[src/rtl/hazard_ctrl_pkg.sv]
// Shared types for the decode hazard/forwarding controller.
// In-flight mirror entry layout and forward-select encoding.
package hazard_ctrl_pkg;

    typedef enum logic [1:0] {
        FWD_REG = 2'b00,
        FWD_E   = 2'b01,
        FWD_M   = 2'b10,
        FWD_W   = 2'b11
    } fwd_sel_e;

    typedef struct packed {
        logic       valid;
        logic [4:0] rd;
        logic       w_enable;
        logic       fwd;
    } inflight_t;

    localparam logic [4:0] ZERO_REG = 5'd0;

endpackage

[src/rtl/hazard_src_resolve.sv]
// Resolves one Decode source operand against the E/M/W mirror.
// Youngest matching writer wins; non-forwardable E/M matches stall.
module hazard_src_resolve
    import hazard_ctrl_pkg::*;
(
    input  logic [4:0] src,
    input  logic       uses,
    input  inflight_t  ent_e,
    input  inflight_t  ent_m,
    input  inflight_t  ent_w,
    output fwd_sel_e   fwd_sel,
    output logic       stall
);

    logic live;
    logic hit_e;
    logic hit_m;
    logic hit_w;
    logic pick_e;
    logic pick_m;
    logic pick_w;

    assign live  = uses && (src != ZERO_REG);
    assign hit_e = live && ent_e.valid && ent_e.w_enable
                   && (ent_e.rd == src);
    assign hit_m = live && ent_m.valid && ent_m.w_enable
                   && (ent_m.rd == src);
    assign hit_w = live && ent_w.valid && ent_w.w_enable
                   && (ent_w.rd == src);

    // Priority E > M > W flattened into one-hot picks.
    assign pick_e = hit_e;
    assign pick_m = hit_m && !hit_e;
    assign pick_w = hit_w && !hit_e && !hit_m;

    // Select forward source or request a stall for the chosen match.
    always_comb begin
        fwd_sel = FWD_REG;
        stall   = 1'b0;
        unique case (1'b1)
            pick_e: begin
                if (ent_e.fwd) fwd_sel = FWD_E;
                else           stall   = 1'b1;
            end
            pick_m: begin
                if (ent_m.fwd) fwd_sel = FWD_M;
                else           stall   = 1'b1;
            end
            pick_w:  fwd_sel = FWD_W;
            default: ;
        endcase
    end

endmodule

[src/rtl/hazard_ctrl.sv]
// Decode-stage hazard controller: stall, forward select, issue.
// Tracks E/M/W writers in a small mirror of the pipeline.
module hazard_ctrl
    import hazard_ctrl_pkg::*;
#(
    parameter int NUM_REGS = 32
) (
    input  logic        clk,
    input  logic        rstd,
    input  logic        D_valid,
    input  logic [4:0]  D_rs1_addr,
    input  logic [4:0]  D_rs2_addr,
    input  logic        D_uses_rs1,
    input  logic        D_uses_rs2,
    input  logic [4:0]  D_rd_addr,
    input  logic        D_w_enable,
    input  logic        D_is_arismetic_logic,
    input  logic        flush,
    output logic        stall,
    output logic [1:0]  DE_rs1_fwd_sel,
    output logic [1:0]  DE_rs2_fwd_sel,
    output logic        issue,
    output logic [31:0] stall_count
);

    inflight_t ent_e;
    inflight_t ent_m;
    inflight_t ent_w;
    fwd_sel_e  sel1;
    fwd_sel_e  sel2;
    logic      stall1;
    logic      stall2;
    logic      use1;
    logic      use2;

    // Registers at or above NUM_REGS do not exist and never match.
    assign use1 = D_uses_rs1 && (int'(D_rs1_addr) < NUM_REGS);
    assign use2 = D_uses_rs2 && (int'(D_rs2_addr) < NUM_REGS);

    hazard_src_resolve u_rs1 (
        .src     (D_rs1_addr),
        .uses    (use1),
        .ent_e   (ent_e),
        .ent_m   (ent_m),
        .ent_w   (ent_w),
        .fwd_sel (sel1),
        .stall   (stall1)
    );

    hazard_src_resolve u_rs2 (
        .src     (D_rs2_addr),
        .uses    (use2),
        .ent_e   (ent_e),
        .ent_m   (ent_m),
        .ent_w   (ent_w),
        .fwd_sel (sel2),
        .stall   (stall2)
    );

    // Reset gating keeps stall low as soon as rstd falls.
    assign stall = rstd && D_valid && !flush && (stall1 || stall2);
    assign issue = D_valid && !stall && !flush;
    assign DE_rs1_fwd_sel = sel1;
    assign DE_rs2_fwd_sel = sel2;

    // Advance the mirror; a flushed E instruction never reaches M.
    always_ff @(posedge clk or negedge rstd) begin
        if (!rstd) begin
            ent_e <= '0;
            ent_m <= '0;
            ent_w <= '0;
        end else begin
            ent_w <= ent_m;
            ent_m <= flush ? '0 : ent_e;
            if (issue) begin
                ent_e.valid    <= 1'b1;
                ent_e.rd       <= D_rd_addr;
                ent_e.w_enable <= D_w_enable;
                ent_e.fwd      <= D_is_arismetic_logic;
            end else begin
                ent_e <= '0;
            end
        end
    end

    // Saturating count of stalled cycles.
    always_ff @(posedge clk or negedge rstd) begin
        if (!rstd) begin
            stall_count <= '0;
        end else if (stall && (stall_count != 32'hFFFF_FFFF)) begin
            stall_count <= stall_count + 32'd1;
        end
    end

endmodule

[config.mk]
export PLATFORM = sky130hd
export DESIGN_NAME = hazard_ctrl
export DESIGN_NICKNAME = d
export VERILOG_FILES = /design/src/rtl/hazard_ctrl_pkg.sv /design/src/rtl/hazard_src_resolve.sv /design/src/rtl/hazard_ctrl.sv
export SDC_FILE = /design/constraint.sdc
export NUM_CORES = 1
export LEC_CHECK = 0
export ABC_AREA = 1
export CORE_AREA = 8 8 79 109
export DETAILED_ROUTE_END_ITERATION = 8
export DIE_AREA = 0 0 87 117
export PLACE_DENSITY_LB_ADDON = 0.1
export REMOVE_ABC_BUFFERS = 1
export SLEW_MARGIN = 20
export SYNTH_ARGS = -nofsm -noshare
export SYNTH_HDL_FRONTEND = slang
export SYNTH_SLANG_ARGS = --single-unit
export TNS_END_PERCENT = 1
[constraint.sdc]
create_clock -name clk -period 8.6 [get_ports clk]
set_input_delay 2.58 -clock clk [delete_from_list [all_inputs] [get_ports clk]]
set_output_delay 2.58 -clock clk [all_outputs]
set_load 0.005 [all_outputs]
* Word-level counts from Yosys, hierarchy flattened
Index checks and enable logic that the tools add are counted.
** Operators by class
- Add/sub/neg operators :: 1
- Eq/ne operators :: 7
- Mux-type cells :: 10
- Reduce and logical (&&, ||, !) cells :: 41
** Operators by type and width (number)
- 32-bit by 1-bit adder with 32-bit output, second input constant :: 1
- 1-bit logical AND :: 32
- 32-bit inequality test, second input constant :: 1
- 5-bit == test :: 6
- 8-bit two-way mux :: 2
- 2-bit case mux with 3 select lines :: 2
- 5-bit nonzero test :: 2
- 1-bit logical NOT :: 6
- 1-bit case mux with 2 select lines :: 2
- 1-bit two-way mux :: 3
- 2-bit two-way mux :: 1
- 1-bit logical OR :: 1
** Word-level totals
- Register bits after elaboration :: 55
- Input port bits :: 23
- Output and inout port bits :: 38
- Logic and storage cells :: 71

* Depth between registers and ports, before layout
Gate-level depths: netlist (run 1).
- Word-level depth :: 14
- Depth in mapped cells :: 14
- Gate-level depth less buffers :: 13

* Modules after synthesis
A second synthesis (run 1) with hierarchy kept.
** Unflattened totals
- Cell total of the unflattened synthesis :: 590
- Area, all modules :: 3817.4 um^2
** By module, submodules not included
- hazard_ctrl :: instances 1, cells an instance 370, area an instance 2861.5 um^2, seq. area each 1401.3 um^2
- hazard_src_resolve :: instances 2, cells an instance 110, area an instance 478.0 um^2, seq. area each 0.0 um^2

* Worst setup path after synthesis (run 1)
No wires, ideal clock.
- Path type :: input-to-output
- From :: input D_rs2_addr[3]
- To :: output issue
- Data arrival time :: 3.720 ns
- Data required time :: 6.020 ns
- Path slack :: 2.300 ns
- Cell stages on the path :: 12
- Path through :: buf_2 -> nor2_1 -> nand3_1 -> nand2_1 -> nor2_1 -> nand2_1 -> nand2_1 -> nand2_1 -> nand2_2 -> nand2_1 -> nand2_1 -> inv_1
** Between the ends
- Cells in the longest elaborated chain, start to end :: 13
- Elaborated cells between the ends (all ways) :: 18
- Classes of those cells :: 2 x eq/ne; 1 x mux; 15 x reduce/logical
** Ends and longest elaborated chain
- start: declaration :: line hazard_ctrl.sv:12 : input logic [4:0] D_rs2_addr,
- 5-bit nonzero test :: line hazard_src_resolve.sv:23 : assign live = uses && (src != ZERO_REG);
- 1-bit logical AND :: line hazard_src_resolve.sv:23
- 1-bit logical AND (2 in series) :: line hazard_src_resolve.sv:24 : assign hit_e = live && ent_e.valid && ent_e.w_enable
- 1-bit logical AND :: line hazard_src_resolve.sv:25 : && (ent_e.rd == src);
- 1-bit logical NOT :: line hazard_src_resolve.sv:33 : assign pick_m = hit_m && !hit_e;
- 1-bit logical AND :: line hazard_src_resolve.sv:33
- 1-bit case mux with 2 select lines * :: line hazard_src_resolve.sv:40 : unique case (1'b1)
- 1-bit logical OR * :: line hazard_ctrl.sv:61 : assign stall = rstd && D_valid && !flush && (stall1 || stall2);
- 1-bit logical AND * :: line hazard_ctrl.sv:61
- 1-bit logical NOT * :: line hazard_ctrl.sv:62 : assign issue = D_valid && !stall && !flush;
- 1-bit logical AND * (2 in series) :: line hazard_ctrl.sv:62
- end: declaration :: line hazard_ctrl.sv:22 : output logic issue,
Every way passes the cells marked *; elsewhere a longest branch is shown, timed or not.

* Worst setup path after layout (run 1)
- From :: input D_rs2_addr[0]
- To :: output issue
Same word-level chain as after synthesis.

==> impl_metrics.toml, run 1 <==
[run_status]
status = "finished clean"

[grt]
track_usage_pct = 22.5
antenna_found_initial = 0
grt_pass1_wl_um = 17500
grt_overflow = 0
grt_pass1_vias = 3626
grt_max_degree = 56

[pwr]
net-switching-power_uw = 121
power_uw = 459
powerDensity_nw_per_um2 = 106
pwr-share-seq_pct = 57.9
irDropWorstVdd_mv = 0.0823
pwr-share-clk_pct = 32.6
p_int_uw = 338
leakage_nw = 2.08
power.share.switching_pct = 26.3
power_frac_comb_pct = 9.5

[critical_path]
crit_arrival_ns = 4.99
critPathCaptureType = "primary output"
timing.critical_path.mode_cell = "nand2_1"
crit_path_max_incr_delay_ns = 0.56
cp_max_fo = 8
critPathLaunchType = "input pin"
cp_slowest_cell = "clkdlybuf4s50_1"
critPathKind = "input pin to primary output"
worstPathCellList = "clkdlybuf4s50_1 -> inv_1 -> nand2_1 -> o21ai_0 -> inv_1 -> nand3_1 -> nor2_1 -> nand3_1 -> nand2_1 -> nand2_2 -> nand2_1 -> nand2_1 -> inv_1 -> clkdlybuf4s50_1"
required_ns = 6.02

[sta]
period_share_pct = 88.0
clock.fmax_mhz = 132
holdWs_ns = 0.429
setup_violations = 0
finalSetupTns_ns = 0
worst-slew-pin-transition_ns = 0.903
post-route-min-period_ns = 7.57
max_slew_margin_pct = 39.7
hold_viol_final = 0
rsz0062_at_grt = "no"
final_max_slew_viol_count = 0
skew_ns = 0.00705

[logic_synthesis]
synth_enable_flop_cells = 0
synth_cells = 512
yosysWarnings = 0
synth_top_cell_area_share_pct = 38.8
yosys_register_bits = 55
synth_area_leaders = "dfrtp_1 39%, nand2_1 18%, nand4_1 7.6%"
seq_area_frac_synth_pct = 38.8
netlist_area_um2 = 3550
postSynthAreaPerCell_um2 = 6.94
async_flop_share_pct = 100
synth_cell_types = 26
synth-main-ff-cell = "dfrtp_1"
yosys.area.top_type = "dfrtp_1"

[placement]
place_area_um2 = 4220
hpwl_um = 8370
port_buffers = 60
gp_congestion = 0.994

[clock_tree]
clock_latency_ns = 0.32
cts.reportedPaths.clkPinSlew_ns = 0.11
postCtsSetupBuffers = 0
cts-resized-gates = 0
postCtsHoldBufs = 0
cts_buffers = 5
clock-sinks = 55
cts-root-buf = "clkbuf_8"
cts.htree.levels = 2
ctsLongestPathBuffers = 2
cts_tree = "built"

[flow_run]
cap_violations = 0

[detailed_routing]
vias = 3523
antenna_left = 0
route.detailed.drc = 0
vias_per_cell = 5.28
drt_iter0_drc = 106
detail_route.wl_per_cell_um = 16.2
drtPass1Iterations = 4
drt_wl_total_um = 10800

[floorplanning]
initial_core_util_pct = 50.1
die_x_um = 87
die-area_um2 = 10200
fp-row-count = 37
die_h_um = 117
core-area_um2 = 7080
ios = 61

[final_layout]
nNetsFinal = 593
final_core_util_pct = 60.9
num-fill-cells = 694
final_cell_mix = "175 x nand2_1, 64 x inv_1, 63 x nor2_1"
design_area_um2 = 4310
drive_gt1_share_pct = 3.86
final_common_cell = "nand2_1"
syn2layout_area_growth_pct = 21.5
antenna_cells = 0

[min_path]
hp-class = "flip-flop to flip-flop"
state kept, by name, summed over array words and instances, names as in the netlist:
name	count
ent_w	7
stall_count	32
ent_e	8
ent_m	8
worst max-delay path, delay by kind of cell:
kind | cells | cell delay, ns
buf+inv | 5 | 1.37
simple gates | 8 | 0.95
compound gates | 1 | 0.07
synth_stat cells (2+ instances only):
cell type / count
nor2_1: 64
buf_2: 5
nand4_1: 43
nand2_2: 2
nand3_1: 17
o22ai_1: 2
buf_6: 3
xnor2_1: 16
a21oi_1: 6
clkbuf_1: 6
dfrtp_1: 55
nand2_1: 175
inv_1: 64
nor3_1: 16
xor2_1: 21
o21ai_0: 3
nand3_2: 2
nand3b_1: 4
power groups by stage:
stage	clock network, mW	logic [mW]	registers [mW]
after global routing	0.160	0.0490	0.266
after floorplan	0	0.0176	0.269
after CTS	0.153	0.0443	0.266
final	0.149	0.0436	0.266
after global placement	0	0.0443	0.271
after detailed placement	0	0.0441	0.271
routing by layer:
metal  vias up  track usage (%)  wire [µm]
li1       1730                -          -
met2       107             43.2       5970
met4         0             13.3        561
met3        42             4.12        500
met5         -                0          0
met1      1644             21.5       3790
cell families after synthesis:
kind of cell | count (synthesis) | synth area share [%]
and+or+nand+nor | 328 | 40.6
xor gates and xnor gates | 37 | 9.13
DFF | 55 | 38.8
AOI/OAI and AO/OA | 13 | 2.15
buffers and inverters | 78 | 9.06
adders and majority gates | 1 | 0.352
final timing paths:
path                                            startpoint                     endpoint  slack, ns  cells past startpoint
worst max-delay path                         D_rs2_addr[0]                        issue       1.03                     14
worst min register to register          ent_m[7]$_DFF_PN0_           ent_w[7]$_DFF_PN0_       0.43                      0
worst min-delay path                    ent_m[7]$_DFF_PN0_           ent_w[7]$_DFF_PN0_       0.43                      0
max in group asynchronous                             rstd  stall_count[15]$_DFFE_PN0P_       5.72                      2
worst max register to register  stall_count[0]$_DFFE_PN0P_   stall_count[4]$_DFFE_PN0P_       5.42                     11
min in group asynchronous                             rstd           ent_w[1]$_DFF_PN0_       2.41                      2
per-stage QoR:
stage | worst slack, ns | cells
after floorplan | 1.84 | 498
after global placement | 1.11 | 659
after detailed placement | 1.02 | 659
after CTS | 1.02 | 667
after global routing | 0.723 | 667
final | 1.03 | 667
layout make-up:
cell class              count  area, µm²  share of cell area, %
clock buffers               5       68.8                   1.60
clock inverters             3       25.0                  0.580
inverters                  64        240                   5.57
multi-input cells         379       1860                   43.0
flip-flops and latches     55       1380                   31.9
well taps                  97        121                   2.81
repair buffers             64        626                   14.5
No activity file was read; power rests on OpenSTA's default activity.
==> run 2: changes to the inputs <==
- CORE_AREA: 8 8 79 109 -> 8 8 92 94
- DIE_AREA: 0 0 87 117 -> 0 0 100 102
- MAX_ROUTING_LAYER: not set -> met4
==> impl_metrics.toml, run 2 (same netlist as run 1, synthesis figures left out) <==
[run_status]
status = "finished clean"

[final_layout]
regMostFlops = "stall_count"
nNetsFinal = 592
design_area_um2 = 4320
regArea_um2 = 1380
num-fill-cells = 677
multi_input_area_um2 = 1860
syn2layout_area_growth_pct = 21.7
final_cell_mix = "175 x nand2_1, 64 x inv_1, 63 x nor2_1"
reg.largest.list = "stall_count x32, ent_e x8, ent_m x8"
drive_gt1_share_pct = 3.52
final_common_cell = "nand2_1"
layout.cells.non_filler = 667
antenna_cells = 0
largest_reg_flops = 32

[detailed_routing]
dr_wl_met3_um = 490
vias = 3454
drt_iter0_drc = 232
drt_wl_total_um = 10300
wl_met2_um = 4400
detail_route.wl_per_cell_um = 15.4
route.detailed.drc = 0
vias_per_cell = 5.18
wl_met1_um = 5340
drtPass1Iterations = 5
top_layer = "met4"
antenna_left = 0

[floorplanning]
die_x_um = 100
die-area_um2 = 10200
initial_core_util_pct = 50.3
ios = 61
fp-row-count = 31
core-area_um2 = 7060
die_h_um = 102

[critical_path]
cp_num_buf_inv = 4
cp_max_fo = 8
required_ns = 6.02
critPathLaunchType = "input pin"
cp_slowest_cell = "clkdlybuf4s50_1"
critPathKind = "input pin to primary output"
timing.critical_path.mode_cell = "nand2_1"
path_delay_family = "buffers and inverters"
worstPathCellList = "clkdlybuf4s50_1 -> inv_1 -> nand2_1 -> nand2_1 -> nor2_1 -> nand2_1 -> nor2_1 -> nand3_1 -> nand2_1 -> nand2_2 -> nand2_1 -> nand2_1 -> inv_1 -> clkdlybuf4s50_1"
crit_arrival_ns = 4.91
crit_path_max_incr_delay_ns = 0.60
critPathCaptureType = "primary output"

[pwr]
irDropWorstVdd_mv = 0.0862
leakage_nw = 2.08
powerDensity_nw_per_um2 = 111

[clock_tree]
ctsLongestPathBuffers = 2
cts.reportedPaths.clkPinSlew_ns = 0.10
cts-resized-gates = 0
cts.htree.levels = 2
cts_buffers = 5
cts_tree = "built"
clock-sinks = 55
clock_latency_ns = 0.32
postCtsHoldBufs = 0
postCtsSetupBuffers = 0
cts-root-buf = "clkbuf_8"

[grt]
grt_max_degree = 56
grt_overflow = 0
antenna_found_initial = 0
track_usage_pct = 21.5
grt_pass1_wl_um = 17100
grt_pass1_vias = 3423

[flow_run]
cap_violations = 0

[sta]
setup_violations = 0
worst-slew-pin-transition_ns = 0.902
final_max_slew_viol_count = 0
clock.fmax_mhz = 134
period_share_pct = 87.1
max_slew_margin_pct = 39.7
post-route-min-period_ns = 7.49
finalSetupTns_ns = 0
holdWs_ns = 0.408
skew_ns = 0.0140
rsz0062_at_grt = "no"
hold_viol_final = 0

[placement]
gp_congestion = 0.947
place_area_um2 = 4210
placed_cells = 660
hpwl_um = 7760
port_buffers = 60

[min_path]
hp-class = "flip-flop to flip-flop"
## run 2: cell types whose count changed in the layout (fill, tap and decap cells not counted)
cell       change
buf_4          -1
bufinv_16      +1
clkinv_4       -2
## run 2: cell type report
| class | instances | area share (%) |
|---|---|---|
| inverters | 64 | 5.56 |
| flip-flops and latches | 55 | 31.9 |
| repair buffers | 63 | 14.3 |
| clock inverters | 2 | 0.869 |
| multi-input cells | 379 | 42.9 |
| clock buffers | 5 | 1.59 |
| well taps | 99 | 2.87 |
## run 2: path summary, 6_finish.rpt
kind / to / cells past startpoint / slack (ns) / startpoint
worst min-delay path: ent_w[1]$_DFF_PN0_ / 0 / 0.41 / ent_m[1]$_DFF_PN0_
min in group asynchronous: stall_count[20]$_DFFE_PN0P_ / 2 / 2.48 / rstd
max in group asynchronous: stall_count[28]$_DFFE_PN0P_ / 2 / 5.66 / rstd
worst max register to register: stall_count[22]$_DFFE_PN0P_ / 11 / 5.32 / stall_count[0]$_DFFE_PN0P_
worst min register to register: ent_w[1]$_DFF_PN0_ / 0 / 0.41 / ent_m[1]$_DFF_PN0_
worst max-delay path: issue / 14 / 1.11 / D_rs1_addr[0]
## run 2: routing by layer
metal | up-vias | global-route usage (%)
met5 | - | -
met4 | 0 | 4.19
met3 | 3 | 3.13
met2 | 95 | 30.3
met1 | 1621 | 31.7
li1 | 1735 | -
## run 2: per-stage QoR
step | utilization, % | setup slack, ns | power (mW)
after floorplan | - | 1.84 | 0.287
after global placement | 59.7 | 1.18 | 0.313
after detailed placement | 59.7 | 1.13 | 0.313
after CTS | 61.2 | 1.12 | 0.485
after global routing | 61.2 | 0.839 | 0.500
final | 61.2 | 1.11 | 0.479
## run 2: power by group
group | internal [mW] | switching, mW | leakage [nW]
registers | 0.262 | 0.00418 | 0.760
logic | 0.0172 | 0.0253 | 1.27
clock network | 0.0852 | 0.0852 | 0.0502
==> run 3: changes to the inputs <==
- CORE_AREA: 8 8 92 94 -> 8 8 98 100
- DIE_AREA: 0 0 100 102 -> 0 0 106 108
==> impl_metrics.toml, run 3 (same netlist as run 1, synthesis figures left out) <==
[detailed_routing]
drt_wl_total_um = 10300
antenna_left = 0
vias = 3502
drtPass1Iterations = 5
drt_iter0_drc = 193
detail_route.wl_per_cell_um = 15.3
route.detailed.drc = 0
vias_per_cell = 5.20

[sta]
finalSetupTns_ns = 0
setup_violations = 0
setup_ws_ns = 1.14
worst-slew-pin-transition_ns = 0.918
final_max_slew_viol_count = 0
hold_viol_final = 0
clock.fmax_mhz = 134
post-route-min-period_ns = 7.46
max_slew_margin_pct = 38.6
skew_ns = 0.0134
rsz0062_at_grt = "no"
period_share_pct = 86.8
holdWs_ns = 0.411

[final_layout]
final_cell_mix = "175 x nand2_1, 64 x inv_1, 63 x nor2_1"
final_common_cell = "nand2_1"
regMostFlops = "stall_count"
final_core_util_pct = 53.9
largest_reg_flops = 32
reg.largest.list = "stall_count x32, ent_e x8, ent_m x8"
antenna_cells = 0
layout.cells.non_filler = 674
num-fill-cells = 804
drive_gt1_share_pct = 3.69
syn2layout_area_growth_pct = 22.2
nNetsFinal = 592

[critical_path]
timing.critical_path.mode_cell = "nand2_1"
path_delay_family = "buffers and inverters"
cp_num_buf_inv = 3
cp_slowest_cell = "clkdlybuf4s50_1"
critPathCaptureType = "primary output"
crit_path_max_incr_delay_ns = 0.66
critPathLaunchType = "input pin"
worstPathCellList = "clkdlybuf4s50_1 -> nor2_1 -> nand3_1 -> nand2_1 -> nor2_1 -> nand3_1 -> nand2_1 -> nand2_2 -> nand2_1 -> nand2_1 -> inv_1 -> clkdlybuf4s50_1"
crit_arrival_ns = 4.88
critPathKind = "input pin to primary output"
required_ns = 6.02
cp_max_fo = 8

[clock_tree]
postCtsSetupBuffers = 0
cts-root-buf = "clkbuf_8"
cts-resized-gates = 0
clock_latency_ns = 0.31
cts.htree.levels = 2
cts.reportedPaths.clkPinSlew_ns = 0.09
clock-sinks = 55
cts_tree = "built"
cts_buffers = 5
ctsLongestPathBuffers = 2
postCtsHoldBufs = 0

[floorplanning]
die_x_um = 106
die-area_um2 = 11400
fp-row-count = 33
die_h_um = 108
initial_core_util_pct = 44.1
ios = 61
core-area_um2 = 8050

[grt]
track_usage_pct = 18.9
antenna_found_initial = 0
grt_pass1_wl_um = 17100
grt_pass1_vias = 3364
grt_max_degree = 56
grt_overflow = 0

[run_status]
status = "finished clean"

[pwr]
p_int_uw = 373
leakage_nw = 2.10
power.share.switching_pct = 23.2
net-switching-power_uw = 113
power_frac_comb_pct = 8.7
powerDensity_nw_per_um2 = 112
pwr-share-clk_pct = 36.6
pwr-share-seq_pct = 54.6
irDropWorstVdd_mv = 0.0590

[min_path]
hp-class = "flip-flop to flip-flop"

[placement]
gp_congestion = 0.959
port_buffers = 60
place_ws_ns = 1.14
hpwl_um = 7870
placed_cells = 666

[flow_run]
cap_violations = 0
==> run 3: changes by cell type in the layout (fill, tap and decap cells not counted), sizes merged <==
cell,delta
clkinvlp,-1
clkbuf,+1
clkinv,+1
==> run 3: worst register-to-register path, stage by stage (launching register included) <==
cell and delay, ns:
dfrtp_1 0.46, ha_1 0.26, nand3_2 0.20, nor2_4 0.19, nand2_2 0.11, nor2_1 0.10
nand2_1 0.07, nor2_2 0.09, nand4_2 0.69, nand3_2 0.84, nand2_1 0.14, nand2_1 0.09
==> run 3: layout make-up <==
cell class	instances	area (µm²)	area share, %
Tap cell	105	131	3.03
Clock inverter	2	35.0	0.807
Multi-Input combinational cell	379	1860	42.8
Sequential cell	55	1380	31.7
Inverter	64	240	5.54
Timing Repair Buffer	63	618	14.2
Clock buffer	6	82.6	1.90
==> run 3: worst paths after layout <==
kind                                               to  cells past startpoint                  startpoint  slack (ns)
max in group asynchronous  stall_count[1]$_DFFE_PN0P_                      2                        rstd        5.66
min                                ent_w[7]$_DFF_PN0_                      0          ent_m[7]$_DFF_PN0_        0.41
min in group asynchronous          ent_w[3]$_DFF_PN0_                      2                        rstd        2.48
max reg2reg                stall_count[0]$_DFFE_PN0P_                     11  stall_count[0]$_DFFE_PN0P_        5.31
max                                             issue                     12               D_rs2_addr[3]        1.14
min reg2reg                        ent_w[7]$_DFF_PN0_                      0          ent_m[7]$_DFF_PN0_        0.41
==> run 3: metal layers <==
layer / vias up / GRT usage, % / part of all wire, %
li1: 1736 / - / -
met1: 1658 / 28.4 / 53
met2: 97 / 25.2 / 41
met3: 11 / 3.87 / 5.3
met4: 0 / 4.02 / 1.1
met5: - / - / 0
==> run 3: through the flow <==
stage / total power, mW / instance area (µm²)
after global routing: 0.509 / 4340
final: 0.486 / 4340
after CTS: 0.492 / 4340
after detailed placement: 0.313 / 4220
after global placement: 0.313 / 4220
after floorplan: 0.287 / 3470
==> run 3: power by group through the flow <==
stage	Combinational, mW	Clock [mW]	Sequential, mW
3_3_place_gp	0.0423	0	0.271
4_1_cts	0.0427	0.183	0.266
3_5_place_dp	0.0425	0	0.271
5_1_grt	0.0475	0.195	0.266
2_1_floorplan	0.0176	0	0.269
6_report	0.0425	0.178	0.266
==> edit: new RTL, config.mk and constraints of run 3 <==
`NUM_REGS`: 32 -> 31.
--- a/src/rtl/hazard_ctrl.sv
+++ b/src/rtl/hazard_ctrl.sv
@@ -5,3 +5,3 @@
 #(
-    parameter int NUM_REGS = 32
+    parameter int NUM_REGS = 31
 ) (
Check against the original RTL: not equivalent (a bounded check fails within 4 cycles, from zero or initial values and one cycle with rstd low).
==> edit against run 3 <==
Worst hold slack worse by 0.028 ns; via count decreased by 0.63%; utilization decreased by 0.78 points; critical path type unchanged; setup slack got worse by 0.41 ns; maximum frequency fell by 5.2%; cell count down 1.6%; non-clock buffer count is the same; largest power group unchanged; total power shrank 7.1%; area after synthesis shrank 0.39%; wire length rose by 4.5%; cell area down 1.4%; sequential cell count unchanged; largest cell class unchanged; highest routed layer unchanged.
==> edit: results (changes against run 3) <==
- The run finished with clean final reports.
* Ratio of routed vias to standard cells: 5.25 (+1.0%)
* Clk buf depth: 2 (unchanged)
- Leakage power: 2.07 nW (-1.4%)
- The post-cts sizing count came to 0 (unchanged).
- Gate count after technology mapping: 500 (-2.3%)
* Post-route setup TNS: 0 ns (unchanged)
- The maximum number of pins on one net before global-route repair is 56 (unchanged).
- The placed wire-length estimate came to 8280 um (+5.2%).
- Starting DRT DRC Count: 136 (-30%)
- Yosys attributes the largest share of cell area to dfrtp_1 (39%), nand2_1 (19%), nand4_1 (7.3%), nor2_1 (6.3%), inv_1 (4.5%).
* Sequential element share of the synthesized area: 0.389 (+0.00151)
* Share of final-layout standard cells stronger than drive strength 1: 0.0609 (+0.0240)
- Combined global-route utilization of all metal layers: 0.202 (+0.0132)
- The synthesized-area fraction occupied by ao, oa, aoi and oai cells was 0.0241 (+0.00256).
- Number of DRC violations after detailed routing: 0 (unchanged)
- Synth cell types: 27 (+3.8%)
- The worst-path maximum fanout came to 35 (+27).
* Area share of fa/ha/maj cells after synthesis: 0.00354 (+0.0000137)
- The largest voltage drop on the vdd net was 0.0000643 V (+9.1%).
- The iteration count of the initial detailed-routing pass was 4 (-1).
- Wire length of the first global-routing pass: 18,100 um (+5.7%)
- The antenna diode count came to 0 (unchanged).
- Number of setup buffers added after CTS: 0 (unchanged)
* Worst slew margin: 0.427 (+0.0409)
- The multiplexer fraction of the synthesized cell area came to 0 (unchanged).
- Post-synth ARST share: 1.00 (unchanged)
- Worst Skew: 0.00543 ns (-0.00796 ns)
- The placement-stage cell area came to 0.00419 mm2 (-0.71%).
* Clock root buffer master: clkbuf_8
* Post-synth top cells: nand2_1 (179), nor2_1 (59), dfrtp_1 (55)
- Weighted congestion reported at the end of routability-driven placement: 0.953 (-0.60%)
- The placed instance count is 655 (-1.7%).
* Vias post-DR: 3,480 (-0.63%)
- The number of levels the H-tree was split into was 2 (unchanged).
* Nets: 581 (-1.9%)
- Xor-xnor portion of the synthesized cell area: 0.0817 (-0.00955)
- Mean routed wirelength per cell: 16.2 um (+6.2%)
- Worst setup slack before clock tree synthesis: 0.723 ns (-0.412 ns)
- Worst path arrival time: 5.30 ns (+0.42 ns)
- The later-pin clock latency in the skew report is 0.31 ns (about the same).
==> edit: cell type report <==
| type | count | area [um2] |
|---|---|---|
| inverter | 52 | 195 |
| multi-input combinational | 380 | 1870 |
| fill | 821 | 3770 |
| tap | 105 | 131 |
| clock buffer | 6 | 72.6 |
| sequential | 55 | 1380 |
| clock inverter | 2 | 12.5 |
| timing repair buffer | 63 | 618 |
==> edit: final timing paths <==
path | cells past startpoint | slack (ns) | end | from
max in group asynchronous | 2 | 5.69 | ent_e[6]$_DFF_PN0_ | rstd
worst max-delay path | 13 | 0.72 | issue | D_rs1_addr[4]
worst min register to register | 0 | 0.38 | ent_w[1]$_DFF_PN0_ | ent_m[1]$_DFF_PN0_
min in group asynchronous | 2 | 2.45 | ent_w[3]$_DFF_PN0_ | rstd
worst max register to register | 9 | 5.73 | stall_count[2]$_DFFE_PN0P_ | stall_count[1]$_DFFE_PN0P_
worst min-delay path | 0 | 0.38 | ent_w[1]$_DFF_PN0_ | ent_m[1]$_DFF_PN0_
==> edit: cells by family (layout without fill, tap and decap cells) <==
| kind of cell | after synthesis | count (layout) |
|---|---|---|
| adders and majority gates | 1 | 1 |
| buffers and inverters | 65 | 123 |
| and+or+nand+nor | 332 | 332 |
| AOI/OAI and AO/OA | 14 | 14 |
| xor gates and xnor gates | 33 | 33 |
| DFF | 55 | 55 |
==> edit: routing by layer <==
metal  track usage  vias to the layer above  wire length [um]
met3        0.0315                       24               409
li1              -                     1720                 -
met2         0.359                       88              5520
met1         0.224                     1648              4470
met4        0.0784                        0               349
met5             -                        -                 0
==> edit: power by group <==
| part | leakage, nW | total [mW] | internal, mW | switching, mW |
|---|---|---|---|---|
| sequential | 0.760 | 0.265 | 0.262 | 0.00356 |
| clock | 0.0412 | 0.141 | 0.0572 | 0.0840 |
| combinational | 1.27 | 0.0454 | 0.0178 | 0.0275 |
| total | 2.07 | 0.452 | 0.337 | 0.115 |
==> edit: worst max-delay path: stages <==
cell and delay, ns:
clkdlybuf4s50_1 0.68, inv_2 0.10, nand2_1 0.12, nor2_1 0.06, nor2_2 0.20, nand3_1 0.14, nand2_1 0.11, nand2_1 0.10
nand2_4 0.31, nand2_1 0.12, nand2_1 0.22, inv_1 0.09, clkdlybuf4s50_1 0.45
